$ cat src/rtl/cpu_controller_if.sv
// Handshake and datapath-control bundle between the instruction source, cpu_controller and the datapath.
// The master modport drives the instruction side; the slave modport is the controller.
interface cpu_controller_if;
  logic [15:0] in;
  logic        load;
  logic        s;
  logic        w;
  logic        loada;
  logic        loadb;
  logic        loadc;
  logic        loads;
  logic        asel;
  logic        bsel;
  logic [1:0]  vsel;
  logic        write;
  logic [2:0]  readnum;
  logic [2:0]  writenum;
  logic [1:0]  shift;
  logic [1:0]  ALUop;
  logic [15:0] sximm8;
  logic [15:0] sximm5;
  logic        err;

  modport master (
    output in, load, s,
    input  w, loada, loadb, loadc, loads, asel, bsel, vsel, write,
           readnum, writenum, shift, ALUop, sximm8, sximm5, err
  );

  modport slave (
    input  in, load, s,
    output w, loada, loadb, loadc, loads, asel, bsel, vsel, write,
           readnum, writenum, shift, ALUop, sximm8, sximm5, err
  );
endinterface

$ cat src/rtl/cpu_controller.sv
// Instruction register, decoder and sequencing FSM driving the lab datapath strobes.
// CONTROLLER_ILLEGAL_TRAP_EN: when defined, illegal decodes lock in ERROR (err=1) until reset.
module cpu_controller (
  input  logic             clk,
  input  logic             reset,
  cpu_controller_if.slave  bus
);

  typedef enum logic [2:0] {
    ST_WAIT      = 3'd0,
    ST_DECODE    = 3'd1,
    ST_WRITE_IMM = 3'd2,
    ST_GET_A     = 3'd3,
    ST_GET_B     = 3'd4,
    ST_EXEC      = 3'd5,
    ST_WRITE_REG = 3'd6,
    ST_ERROR     = 3'd7
  } state_t;

  localparam logic [2:0]  NSEL_RN  = 3'b001;
  localparam logic [2:0]  NSEL_RD  = 3'b010;
  localparam logic [2:0]  NSEL_RM  = 3'b100;
  localparam logic [15:0] IR_RESET = 16'h0000;

  state_t      state_r, next_state_s;
  logic [15:0] ir_r, ir_next_s;
  logic [2:0]  nsel_s;

  logic        w_s, loada_s, loadb_s, loadc_s, loads_s, asel_s, write_s;
  logic [1:0]  vsel_s, shift_s, aluop_s;
  logic [2:0]  regnum_s;
  logic        w_r, loada_r, loadb_r, loadc_r, loads_r, asel_r, write_r;
  logic [1:0]  vsel_r, shift_r, aluop_r;
  logic [2:0]  regnum_r;

  function automatic logic is_mov_imm(input logic [15:0] ir);
    return (ir[15:13] == 3'b110) && (ir[12:11] == 2'b10);
  endfunction

  function automatic logic is_cmp(input logic [15:0] ir);
    return (ir[15:13] == 3'b101) && (ir[12:11] == 2'b01);
  endfunction

  function automatic logic [2:0] sel_reg(input logic [2:0] nsel, input logic [15:0] ir);
    case (nsel)
      NSEL_RD: return ir[7:5];
      NSEL_RM: return ir[2:0];
      default: return ir[10:8];
    endcase
  endfunction

  // IR only accepts a new word while idle.
  always_comb begin
    if (bus.load && (state_r == ST_WAIT)) begin
      ir_next_s = bus.in;
    end else begin
      ir_next_s = ir_r;
    end
  end

  // State and instruction registers.
  always_ff @(posedge clk or posedge reset) begin
    if (reset) begin
      state_r <= ST_WAIT;
      ir_r    <= IR_RESET;
    end else begin
      state_r <= next_state_s;
      ir_r    <= ir_next_s;
    end
  end

  // Next-state sequencing; DECODE and EXEC look at the captured IR.
  always_comb begin
    next_state_s = ST_WAIT;
    case (state_r)
      ST_WAIT: begin
        if (bus.s) next_state_s = ST_DECODE;
        else       next_state_s = ST_WAIT;
      end
      ST_DECODE: begin
        case ({ir_r[15:13], ir_r[12:11]})
          5'b110_10: next_state_s = ST_WRITE_IMM;
          5'b110_00: next_state_s = ST_GET_B;
          5'b101_11: next_state_s = ST_GET_B;
          5'b101_00, 5'b101_01, 5'b101_10: next_state_s = ST_GET_A;
`ifdef CONTROLLER_ILLEGAL_TRAP_EN
          default:   next_state_s = ST_ERROR;
`else
          default:   next_state_s = ST_WAIT;
`endif
        endcase
      end
      ST_WRITE_IMM: next_state_s = ST_WAIT;
      ST_GET_A:     next_state_s = ST_GET_B;
      ST_GET_B:     next_state_s = ST_EXEC;
      ST_EXEC: begin
        if (is_cmp(ir_r)) next_state_s = ST_WAIT;
        else              next_state_s = ST_WRITE_REG;
      end
      ST_WRITE_REG: next_state_s = ST_WAIT;
`ifdef CONTROLLER_ILLEGAL_TRAP_EN
      ST_ERROR:     next_state_s = ST_ERROR;
`endif
      default:      next_state_s = ST_WAIT;
    endcase
  end

  // Moore decode of the upcoming state and IR, so the registered outputs line up with the state.
  always_comb begin
    w_s     = 1'b0;
    loada_s = 1'b0;
    loadb_s = 1'b0;
    loadc_s = 1'b0;
    loads_s = 1'b0;
    asel_s  = 1'b0;
    write_s = 1'b0;
    vsel_s  = 2'b00;
    nsel_s  = NSEL_RN;
    case (next_state_s)
      ST_WAIT:      w_s = 1'b1;
      ST_WRITE_IMM: begin
        nsel_s  = NSEL_RN;
        vsel_s  = 2'b10;
        write_s = 1'b1;
      end
      ST_GET_A: begin
        nsel_s  = NSEL_RN;
        loada_s = 1'b1;
      end
      ST_GET_B: begin
        nsel_s  = NSEL_RM;
        loadb_s = 1'b1;
      end
      ST_EXEC: begin
        asel_s = (ir_next_s[15:13] == 3'b110);
        if (is_cmp(ir_next_s)) loads_s = 1'b1;
        else                   loadc_s = 1'b1;
      end
      ST_WRITE_REG: begin
        nsel_s  = NSEL_RD;
        vsel_s  = 2'b00;
        write_s = 1'b1;
      end
      default: ;
    endcase
    regnum_s = sel_reg(nsel_s, ir_next_s);
    shift_s  = is_mov_imm(ir_next_s) ? 2'b00 : ir_next_s[4:3];
    aluop_s  = (ir_next_s[15:13] == 3'b110) ? 2'b00 : ir_next_s[12:11];
  end

  // Output registers; reset value matches the WAIT decode of IR_RESET.
  always_ff @(posedge clk or posedge reset) begin
    if (reset) begin
      w_r      <= 1'b1;
      loada_r  <= 1'b0;
      loadb_r  <= 1'b0;
      loadc_r  <= 1'b0;
      loads_r  <= 1'b0;
      asel_r   <= 1'b0;
      write_r  <= 1'b0;
      vsel_r   <= 2'b00;
      shift_r  <= 2'b00;
      aluop_r  <= 2'b00;
      regnum_r <= 3'b000;
    end else begin
      w_r      <= w_s;
      loada_r  <= loada_s;
      loadb_r  <= loadb_s;
      loadc_r  <= loadc_s;
      loads_r  <= loads_s;
      asel_r   <= asel_s;
      write_r  <= write_s;
      vsel_r   <= vsel_s;
      shift_r  <= shift_s;
      aluop_r  <= aluop_s;
      regnum_r <= regnum_s;
    end
  end

`ifdef CONTROLLER_ILLEGAL_TRAP_EN
  logic err_r;

  // Sticky illegal-instruction flag, cleared only by reset.
  always_ff @(posedge clk or posedge reset) begin
    if (reset) err_r <= 1'b0;
    else       err_r <= (next_state_s == ST_ERROR);
  end

  assign bus.err = err_r;
`else
  assign bus.err = 1'b0;
`endif

  assign bus.w        = w_r;
  assign bus.loada    = loada_r;
  assign bus.loadb    = loadb_r;
  assign bus.loadc    = loadc_r;
  assign bus.loads    = loads_r;
  assign bus.asel     = asel_r;
  assign bus.bsel     = 1'b0;
  assign bus.vsel     = vsel_r;
  assign bus.write    = write_r;
  assign bus.readnum  = regnum_r;
  assign bus.writenum = regnum_r;
  assign bus.shift    = shift_r;
  assign bus.ALUop    = aluop_r;
  assign bus.sximm8   = {{8{ir_r[7]}}, ir_r[7:0]};
  assign bus.sximm5   = {{11{ir_r[4]}}, ir_r[4:0]};

endmodule

$ cat src/flat_wrapper.sv
// flat-port wrapper written by rule: the top's interface ports become plain ports
module cpu_controller_flat 
  (clk, reset, bus_in, bus_load, bus_s, bus_w, bus_loada, bus_loadb, bus_loadc, bus_loads, bus_asel, bus_bsel, bus_vsel, bus_write, bus_readnum, bus_writenum, bus_shift, bus_ALUop, bus_sximm8, bus_sximm5, bus_err);
  cpu_controller_if bus_i ();
  input  logic clk;
  input  logic reset;
  input wire logic [$bits(bus_i.in)-1:0] bus_in;
  input wire logic [$bits(bus_i.load)-1:0] bus_load;
  input wire logic [$bits(bus_i.s)-1:0] bus_s;
  output wire logic [$bits(bus_i.w)-1:0] bus_w;
  output wire logic [$bits(bus_i.loada)-1:0] bus_loada;
  output wire logic [$bits(bus_i.loadb)-1:0] bus_loadb;
  output wire logic [$bits(bus_i.loadc)-1:0] bus_loadc;
  output wire logic [$bits(bus_i.loads)-1:0] bus_loads;
  output wire logic [$bits(bus_i.asel)-1:0] bus_asel;
  output wire logic [$bits(bus_i.bsel)-1:0] bus_bsel;
  output wire logic [$bits(bus_i.vsel)-1:0] bus_vsel;
  output wire logic [$bits(bus_i.write)-1:0] bus_write;
  output wire logic [$bits(bus_i.readnum)-1:0] bus_readnum;
  output wire logic [$bits(bus_i.writenum)-1:0] bus_writenum;
  output wire logic [$bits(bus_i.shift)-1:0] bus_shift;
  output wire logic [$bits(bus_i.ALUop)-1:0] bus_ALUop;
  output wire logic [$bits(bus_i.sximm8)-1:0] bus_sximm8;
  output wire logic [$bits(bus_i.sximm5)-1:0] bus_sximm5;
  output wire logic [$bits(bus_i.err)-1:0] bus_err;
  assign bus_i.in = bus_in;
  assign bus_i.load = bus_load;
  assign bus_i.s = bus_s;
  assign bus_w = bus_i.w;
  assign bus_loada = bus_i.loada;
  assign bus_loadb = bus_i.loadb;
  assign bus_loadc = bus_i.loadc;
  assign bus_loads = bus_i.loads;
  assign bus_asel = bus_i.asel;
  assign bus_bsel = bus_i.bsel;
  assign bus_vsel = bus_i.vsel;
  assign bus_write = bus_i.write;
  assign bus_readnum = bus_i.readnum;
  assign bus_writenum = bus_i.writenum;
  assign bus_shift = bus_i.shift;
  assign bus_ALUop = bus_i.ALUop;
  assign bus_sximm8 = bus_i.sximm8;
  assign bus_sximm5 = bus_i.sximm5;
  assign bus_err = bus_i.err;
  cpu_controller u_core (.clk(clk), .reset(reset), .bus(bus_i));
endmodule
$ cat config.mk
export PLATFORM = sky130hd
export DESIGN_NAME = cpu_controller_flat
export DESIGN_NICKNAME = d
export VERILOG_FILES = /design/src/rtl/cpu_controller_if.sv /design/src/rtl/cpu_controller.sv /design/src/flat_wrapper.sv
export SDC_FILE = /design/constraint.sdc
export NUM_CORES = 1
export LEC_CHECK = 0
export ABC_AREA = 1
export CELL_PAD_IN_SITES_DETAIL_PLACEMENT = 1
export CELL_PAD_IN_SITES_GLOBAL_PLACEMENT = 1
export CORE_MARGIN = 5
export CORE_UTILIZATION = 34
export CTS_CLUSTER_SIZE = 16
export DETAILED_ROUTE_END_ITERATION = 16
export PLACE_DENSITY = 0.89
export SETUP_SLACK_MARGIN = 0.3
export SLEW_MARGIN = 20
export SYNTH_ARGS = -nofsm -noshare
export SYNTH_HDL_FRONTEND = slang
export SYNTH_SLANG_ARGS = --single-unit
$ cat constraint.sdc
create_clock -name clk -period 3.3 [get_ports clk]
set_input_delay 0.66 -clock clk [delete_from_list [all_inputs] [get_ports clk]]
set_output_delay 0.66 -clock clk [all_outputs]
set_load 0.005 [all_outputs]
# After elaboration in Yosys (flattened, before gate mapping)
# Index checks and enable logic that the tools add are counted.
# op_classes
muxes,19
reduce_logical,9
eq_ne,23
# op_table
op,count
$eq 5x5->1 const B,6
$eq 3x3->1 const B,9
$mux 16,1
$pmux 3 s5,1
$eq 3x2->1 const B,4
$pmux 3 s2,2
$mux 1,10
$pmux 3 s3,1
$logic_not 3->1,2
$mux 2,3
$eq 2x1->1 const B,2
$logic_and 1x1->1,4
$reduce_or 2->1,2
$eq 3x1->1 const B,1
$mux 3,1
$reduce_or 3->1,1
$eq 2x2->1 const B,1
# word_totals
wordCells,64
regBits,35
out_inout_bits,53
input_bits,20

# Logic depth before layout (Yosys ltp)
# Gate-level depths: netlist (run 1).
# depth
ltp_word,8
depth_mapped,13

# Worst setup path after synthesis (run 1)
# No wires, ideal clock.
# synth_path
path_kind,reg2reg
startpoint,register u_core.state_r[2]
endpoint,"register u_core.regnum_r[0], in the netlist u_core.bus.readnum[0]"
path_slack_ns,1.773
t_required_ns,3.172
period_less_slack_ns,1.527
stages_incl_launch_ff,8
n_path_buf,0
arrival_ns,1.399
cell_sequence,dfrtp_1 > nor3_1 > nand2_1 > nand2_1 > inv_1 > ha_1 > inv_1 > o21ai_0
# synth_between
elab_chain_cells,6
elab_cells_between_ends,14
classes_between,8 x eq/ne; 4 x mux; 2 x reduce/logical
# synth_rtl
element,line_no,text
"start, declared",cpu_controller.sv:25,"state_t state_r, next_state_s;"
"start signal, assigned",cpu_controller.sv:67,state_r <= next_state_s;
$eq 3x3->1 (tied with other cells),cpu_controller.sv:75,case (state_r)
$pmux 3 s5,cpu_controller.sv:75,
$eq 3x3->1,cpu_controller.sv:119,case (next_state_s)
$pmux 3 s2,cpu_controller.sv:119,
$eq 3x3->1 or $eq 3x2->1 (tied branches),cpu_controller.sv:45,case (nsel)
$pmux 3 s2 *,cpu_controller.sv:45,
named net u_core.regnum_s[0],cpu_controller.sv:31,logic [2:0] regnum_s;
"end signal, assigned",cpu_controller.sv:176,regnum_r <= regnum_s;
"end, declared",cpu_controller.sv:34,logic [2:0] regnum_r;
# The timed path passes the listed nets; every way through them passes the cells marked *.

# Final worst setup path (run 1)
# layout_path
startpoint,input bus_load
endpoint,"register u_core.shift_r[1], in the netlist u_core.bus.shift[1]"
# layout_between
elab_chain_cells,5
elab_cells_between_ends,6
classes_between,2 x eq/ne; 2 x mux; 2 x reduce/logical
# layout_rtl
element,line_no,text
"start, declared",flat_wrapper.sv:8,input wire logic [$bits(bus_i.load)-1:0] bus_load;
$logic_and 1x1->1,cpu_controller.sv:54,if (bus.load && (state_r == ST_WAIT)) begin
$mux 16,cpu_controller.sv:54,
named net u_core.ir_next_s[11],cpu_controller.sv:26,"logic [15:0] ir_r, ir_next_s;"
$eq 2x2->1,cpu_controller.sv:37,return (ir[15:13] == 3'b110) && (ir[12:11] == 2'b10);
$logic_and 1x1->1,cpu_controller.sv:37,
$mux 2,cpu_controller.sv:147,shift_s = is_mov_imm(ir_next_s) ? 2'b00 : ir_next_s[4:3];
named net u_core.shift_s[1],cpu_controller.sv:30,"logic [1:0] vsel_s, shift_s, aluop_s;"
"end signal, assigned",cpu_controller.sv:174,shift_r <= shift_s;
"end, declared",cpu_controller.sv:33,"logic [1:0] vsel_r, shift_r, aluop_r;"
# The timed path passes the listed nets, and every way through them passes these cells.

==> results of run 1 <==
[cells in the mapped netlist]
library cell   n  area, µm²
conb_1         1      3.750
nand2_1       47      176.4
ha_1           2      25.02
nand3_1       19      95.09
o21ai_0        7      35.03
nand3b_1       4      30.03
nor3_1         3      15.01
and2_1         6      37.54
nor2_4         2      22.52
nand2_2        3      18.77
nand2_4        1      11.26
buf_6          2      22.52
nand4_1        1      6.260
dfstp_2        1      26.28
dfrtp_1       33      825.8
nand3_2        2      20.02
nor3_2         1      10.01
inv_1         39      146.4
buf_4         39      292.8
o21ai_1        3      15.01
nor2_2         3      18.77
nor2_1         8      30.03
buf_2          1      5.000
[how the worst max path moves through the flow]
stage,startpoint,endpoint,depth (start not counted)
finish,bus_load,u_core.bus.shift[1],10
global route,bus_load,u_core.bus.shift[1],10
CTS,u_core.ir_r[4],bus_sximm5[4],1
detailed placement,bus_load,u_core.bus.shift[1],10
global placement,bus_load,u_core.bus.shift[1],10
floorplan,u_core.state_r[2],u_core.bus.readnum[0],7
[sequential cells by signal, indices dropped and copies added (netlist names), 2 cells and up]
register / cells
u_core.bus.ALUop: 2
u_core.bus.readnum: 3
u_core.bus.shift: 2
u_core.ir_r: 16
u_core.state_r: 3
[critical path, delay by kind of cell]
kind          cells  cell delay, ps
simple gates      7            1010
buf+inv           3             590
[power by group]
part,switching [mW],leakage [nW],internal (mW),total [mW]
clock network,0.136,0.0395,0.150,0.286
registers,0.140,0.406,0.599,0.738
logic,0.541,0.773,0.635,1.18
[layout make-up]
class                      instances  area share, %
sequential                        34          34.85
timing repair buffer              70          28.56
multi-input combinational        115          23.64
inverter                          39          5.988
tap                               72          3.685
clock buffer                       8          3.275
[kinds of logic (layout without fill, tap and decap cells)]
logic type                 after synthesis  in the layout  share of synthesized area, %
and+or+nand+nor                        100            100                         26.03
buffers and inverters                   81            117                         24.70
DFF                                     34             34                         45.10
AOI/OAI and AO/OA                       10             10                         2.649
adders and majority gates                2              2                         1.324
other                                    1              3                        0.1985
[through the flow]
step                cell area (µm²)  instances  utilization, %  total power [mW]
floorplan                      1897        230               -             1.535
global placement               2365        330           43.48             1.888
detailed placement             2365        330           43.48             1.945
CTS                            2445        338           44.95             2.246
global route                   2445        338           44.95             2.396
finish                         2445        338           44.95             2.200
[per-layer routing]
| metal | GRT usage, % | share of wire [%] | vias up | wire, µm |
|---|---|---|---|---|
| met2 | 24.56 | 55 | 40 | 2432 |
| li1 | - | - | 722 | - |
| met5 | 0 | 0 | - | 0 |
| met3 | 4.024 | 5.3 | 7 | 234 |
| met4 | 3.885 | 1.2 | 0 | 53 |
| met1 | 13.82 | 39 | 680 | 1712 |
==> impl_metrics.json, run 1 <==
{
  "outcome": "finished, final reports clean",
  "netlist_area_um2": 1889,
  "final_cell_mix": "clkdlybuf4s50_1 (69), nand2_1 (47), inv_1 (39), dfrtp_1 (33), nand3_1 (19)",
  "cts_htree_levels": 2,
  "ff2ff_path_depth": 11,
  "hp-class": "reg2reg",
  "r2r-start": "u_core.ir_r[13]",
  "skew_ps": 3.828,
  "crit_chain": "clkdlybuf4s50_1 -> inv_1 -> nor2_4 -> nand2_4 -> nand2_1 -> nand2_1 -> inv_1 -> nand2_1 -> nor2_2 -> nor2_1",
  "cts_made_buffers": 5,
  "tritoncts": "done",
  "timing.critical_path.mode_cell": "nand2_1",
  "cp-start-kind": "input port",
  "die_x_um": 84.55,
  "cpMaxStageDelayCell": "clkdlybuf4s50_1",
  "max_cap_viol_count": 0,
  "final_common_cell": "clkdlybuf4s50_1",
  "grt_max_degree": 35,
  "synth_cell_types": 23,
  "finalHoldViolations": 0,
  "multi_input_area_um2": 578.1,
  "layout-drive-gt1-share_pct": 7.143,
  "drc": 0,
  "antenna_found_initial": 0,
  "clk_latency_ps": 280,
  "crit_path_end_kind": "flip-flop",
  "hpwl_um": 3505,
  "min_period_ps": 2097,
  "whs_ps": 560.4,
  "num_antenna_cells": 0,
  "rr_endpoint": "u_core.bus.readnum[2]",
  "dieArea_um2": 7148,
  "cts_hold_repair.buffers": 0,
  "place.gp.congestion": 0.8524,
  "post_cts_resized": 0,
  "cp_max_fo": 23,
  "fillers": 656,
  "p_leak_nw": 1.219,
  "rows": 27,
  "grt_pass1_vias": 1566,
  "clockBufferDepth": 2,
  "vias": 1449,
  "ys_warn_count": 0,
  "hp-start": "u_core.ir_r[9]",
  "vias_per_cell": 4.287,
  "initial_utilization_pct": 34.74,
  "rsz0062_at_grt": "no",
  "grt_overflow": 0,
  "max-vdd-ir-drop_uv": 308.5,
  "slowest_delay_ps": 450,
  "layout_setup_ws_ps": 1203,
  "firstDrtPassIters": 4,
  "final_antenna_net_count": 0,
  "ioPinCount": 73,
  "p_per_area_nw_per_um2": 899.7,
  "ys_seq_area_share_pct": 45.10,
  "syn_avg_cell_area_um2": 8.286,
  "area_growth_pct": 29.40,
  "ys_ff_latch": 34,
  "synth_cells": 228,
  "wl_per_cell_um": 13.12,
  "final.setup.tns_ps": 0,
  "clk_pin_slew_worst_paths_ps": 60,
  "whs_path_depth": 4,
  "grt_pass1_wl_um": 7341,
  "crit_type": "in2reg",
  "reg2reg_slack_ps": 1520,
  "die_h_um": 84.55,
  "io_buffers": 69,
  "crit_required_ps": 3460,
  "cts_root_buffer": "clkbuf_8",
  "min_period_over_period_pct": 63.55,
  "slew_viol_final": 0,
  "setup_viol": 0,
  "crit_arrival_ps": 2260,
  "place_ws_ps": 882.7,
  "post_cts_buffers": 0,
  "drt_iter0_drc": 51,
  "fmax_ghz": 0.4768,
  "grt_util_all_layers_pct": 13.05,
  "cts_sinks": 34,
  "coreArea_um2": 5439,
  "wl_um": 4433,
  "ff_latch_area_um2": 852.1,
  "fin_nets": 287,
  "hold_end": "u_core.ir_r[9]"
}
Note: power is estimated with default switching activity, not from simulation.
==> run 2, diff against run 1 <==
CORE_UTILIZATION = 31   (was 34)
PLACE_DENSITY = 0.82   (was 0.89)
clock period = 2.12 ns   (was 3.3 ns; I/O delays follow)
==> impl_metrics.json, run 2 (synthesized netlist as in run 1, its figures left out) <==
{
  "cts_hold_repair.buffers": 0,
  "wl_um": 5072,
  "fillers": 695,
  "pwr-share-comb_pct": 50.7,
  "pwr-share-clk_pct": 19.2,
  "crit_required_ps": 1700,
  "power_mw": 3.875,
  "grt_pass1_wl_um": 7562,
  "top_register": "u_core.ir_r",
  "drt_iter0_drc": 32,
  "rows": 28,
  "setup_viol": 0,
  "largest_reg_flops": 16,
  "initial_utilization_pct": 31.91,
  "p_per_area_nw_per_um2": 1499,
  "crit_chain": "clkdlybuf4s50_1",
  "switching_share_pct": 35.35,
  "whs_ps": 531.0,
  "design_area_um2": 2585,
  "crit_type": "reg2out",
  "finalHoldViolations": 0,
  "fmax_ghz": 0.5701,
  "min_period_ps": 1754,
  "min_period_over_period_pct": 82.74,
  "vias_per_cell": 4.378,
  "cpMaxStageDelayCell": "clkdlybuf4s50_1",
  "final_common_cell": "clkdlybuf4s50_1",
  "crit_arrival_ps": 1330,
  "r2r-start": "u_core.ir_r[11]",
  "cp_max_fo": 14,
  "area_growth_pct": 36.82,
  "grt_overflow": 0,
  "pwr-share-seq_pct": 30.1,
  "crit_start": "u_core.ir_r[4]",
  "place_area_um2": 2384,
  "rsz0062_at_grt": "yes",
  "ff2ff_path_depth": 13,
  "die_x_um": 88.07,
  "p_leak_nw": 1.285,
  "cts_made_buffers": 5,
  "grt_max_degree": 35,
  "layout-drive-gt1-share_pct": 13.50,
  "die_h_um": 88.07,
  "crit_buf_inv": 1,
  "grt_util_all_layers_pct": 12.71,
  "firstDrtPassIters": 5,
  "power.switching_mw": 1.370,
  "slowest_delay_ps": 550,
  "wl_per_cell_um": 14.53,
  "hpwl_um": 3785,
  "ioPinCount": 73,
  "max-vdd-ir-drop_uv": 468.5,
  "crit_family": "buffers and inverters",
  "worst-path-stages": 1,
  "cts_sinks": 34,
  "final.setup.tns_ps": 0,
  "hp-class": "in2async",
  "antenna_found_initial": 0,
  "final_antenna_net_count": 0,
  "tritoncts": "done",
  "cts_root_buffer": "clkbuf_8",
  "internal-power_mw": 2.505,
  "max_cap_viol_count": 0,
  "clockBufferDepth": 2,
  "grt_pass1_vias": 1558,
  "cts_htree_levels": 2,
  "vias": 1528,
  "slew_viol_final": 0,
  "num_antenna_cells": 0,
  "skew_ps": 4.810,
  "drc": 0,
  "clk_latency_ps": 290,
  "place.gp.congestion": 0.8346,
  "dieArea_um2": 7755,
  "final_cell_mix": "clkdlybuf4s50_1 (69), nand2_1 (46), inv_1 (38), dfrtp_1 (30), nand3_1 (19)",
  "crit_path_end_kind": "output port",
  "coreArea_um2": 5921,
  "io_buffers": 69,
  "cp-start-kind": "flip-flop",
  "clk_pin_slew_worst_paths_ps": 70,
  "fin_nets": 295,
  "outcome": "finished, final reports clean"
}
## run 2: cell types whose count changed in the layout (fill, tap and decap cells not counted)
cell       change
nor2_1         -1
clkbuf_8       +1
buf_4          +8
inv_2          +1
dfrtp_2        +3
nand2_2        +1
inv_1          -1
nor3_1         -1
nor2_2         +1
bufinv_16      +2
clkbuf_1       -3
nand2_1        -1
dfrtp_1        -3
nor3_2         +1
## run 2: final timing paths
path | endpoint | slack [ps]
min in group clk | u_core.ir_r[13] | 560
max | bus_sximm5[6] | 370
min | u_core.ir_r[9] | 530
max reg2reg | u_core.bus.readnum[2] | 410
max in group asynchronous | u_core.bus.w | 1250
min reg2reg | u_core.ir_r[13] | 560
## run 2: metrics by stage
step	setup WS [ps]	utilization, %	cells
2_1_floorplan	593.4	-	230
5_1_grt	233.9	43.66	349
6_report	366.0	43.66	349
3_3_place_gp	174.1	40.26	335
4_1_cts	322.1	42.77	343
3_5_place_dp	121.6	40.26	335
## run 2: power by group through the flow
| stage | clock, mW | sequential (mW) | combinational [mW] |
|---|---|---|---|
| global route | 0.787 | 1.21 | 2.17 |
| detailed placement | 0 | 1.17 | 1.89 |
| CTS | 0.760 | 1.16 | 1.90 |
| finish | 0.744 | 1.17 | 1.97 |
| floorplan | 0 | 1.13 | 1.26 |
| global placement | 0 | 1.15 | 1.83 |
## run 2: what timing repair did
item | CTS | global route
setup buffers | 0 | 6
gates cloned | 0 | 0
pin swaps | 0 | 2
setup endpoints to repair | 16 | 12
resized for setup | 2 | 5
## run 2: per-layer routing
metal / part of all wire [%] / global-route usage, %
met1: 39 / 14.21
met2: 54 / 23.29
met3: 5.0 / 3.387
met4: 2.2 / 4.258
met5: 0 / 0
## run 2: area by class of cell
type                       count  area (µm²)  share of cell area (%)
sequential                    34       855.8                   33.11
timing repair buffer          78       758.2                   29.33
multi-input combinational    115       588.1                   22.75
inverter                      39       146.4                   5.663
tap                           75       93.84                   3.630
clock buffer                   6       82.58                   3.195
clock inverter                 2       60.06                   2.323
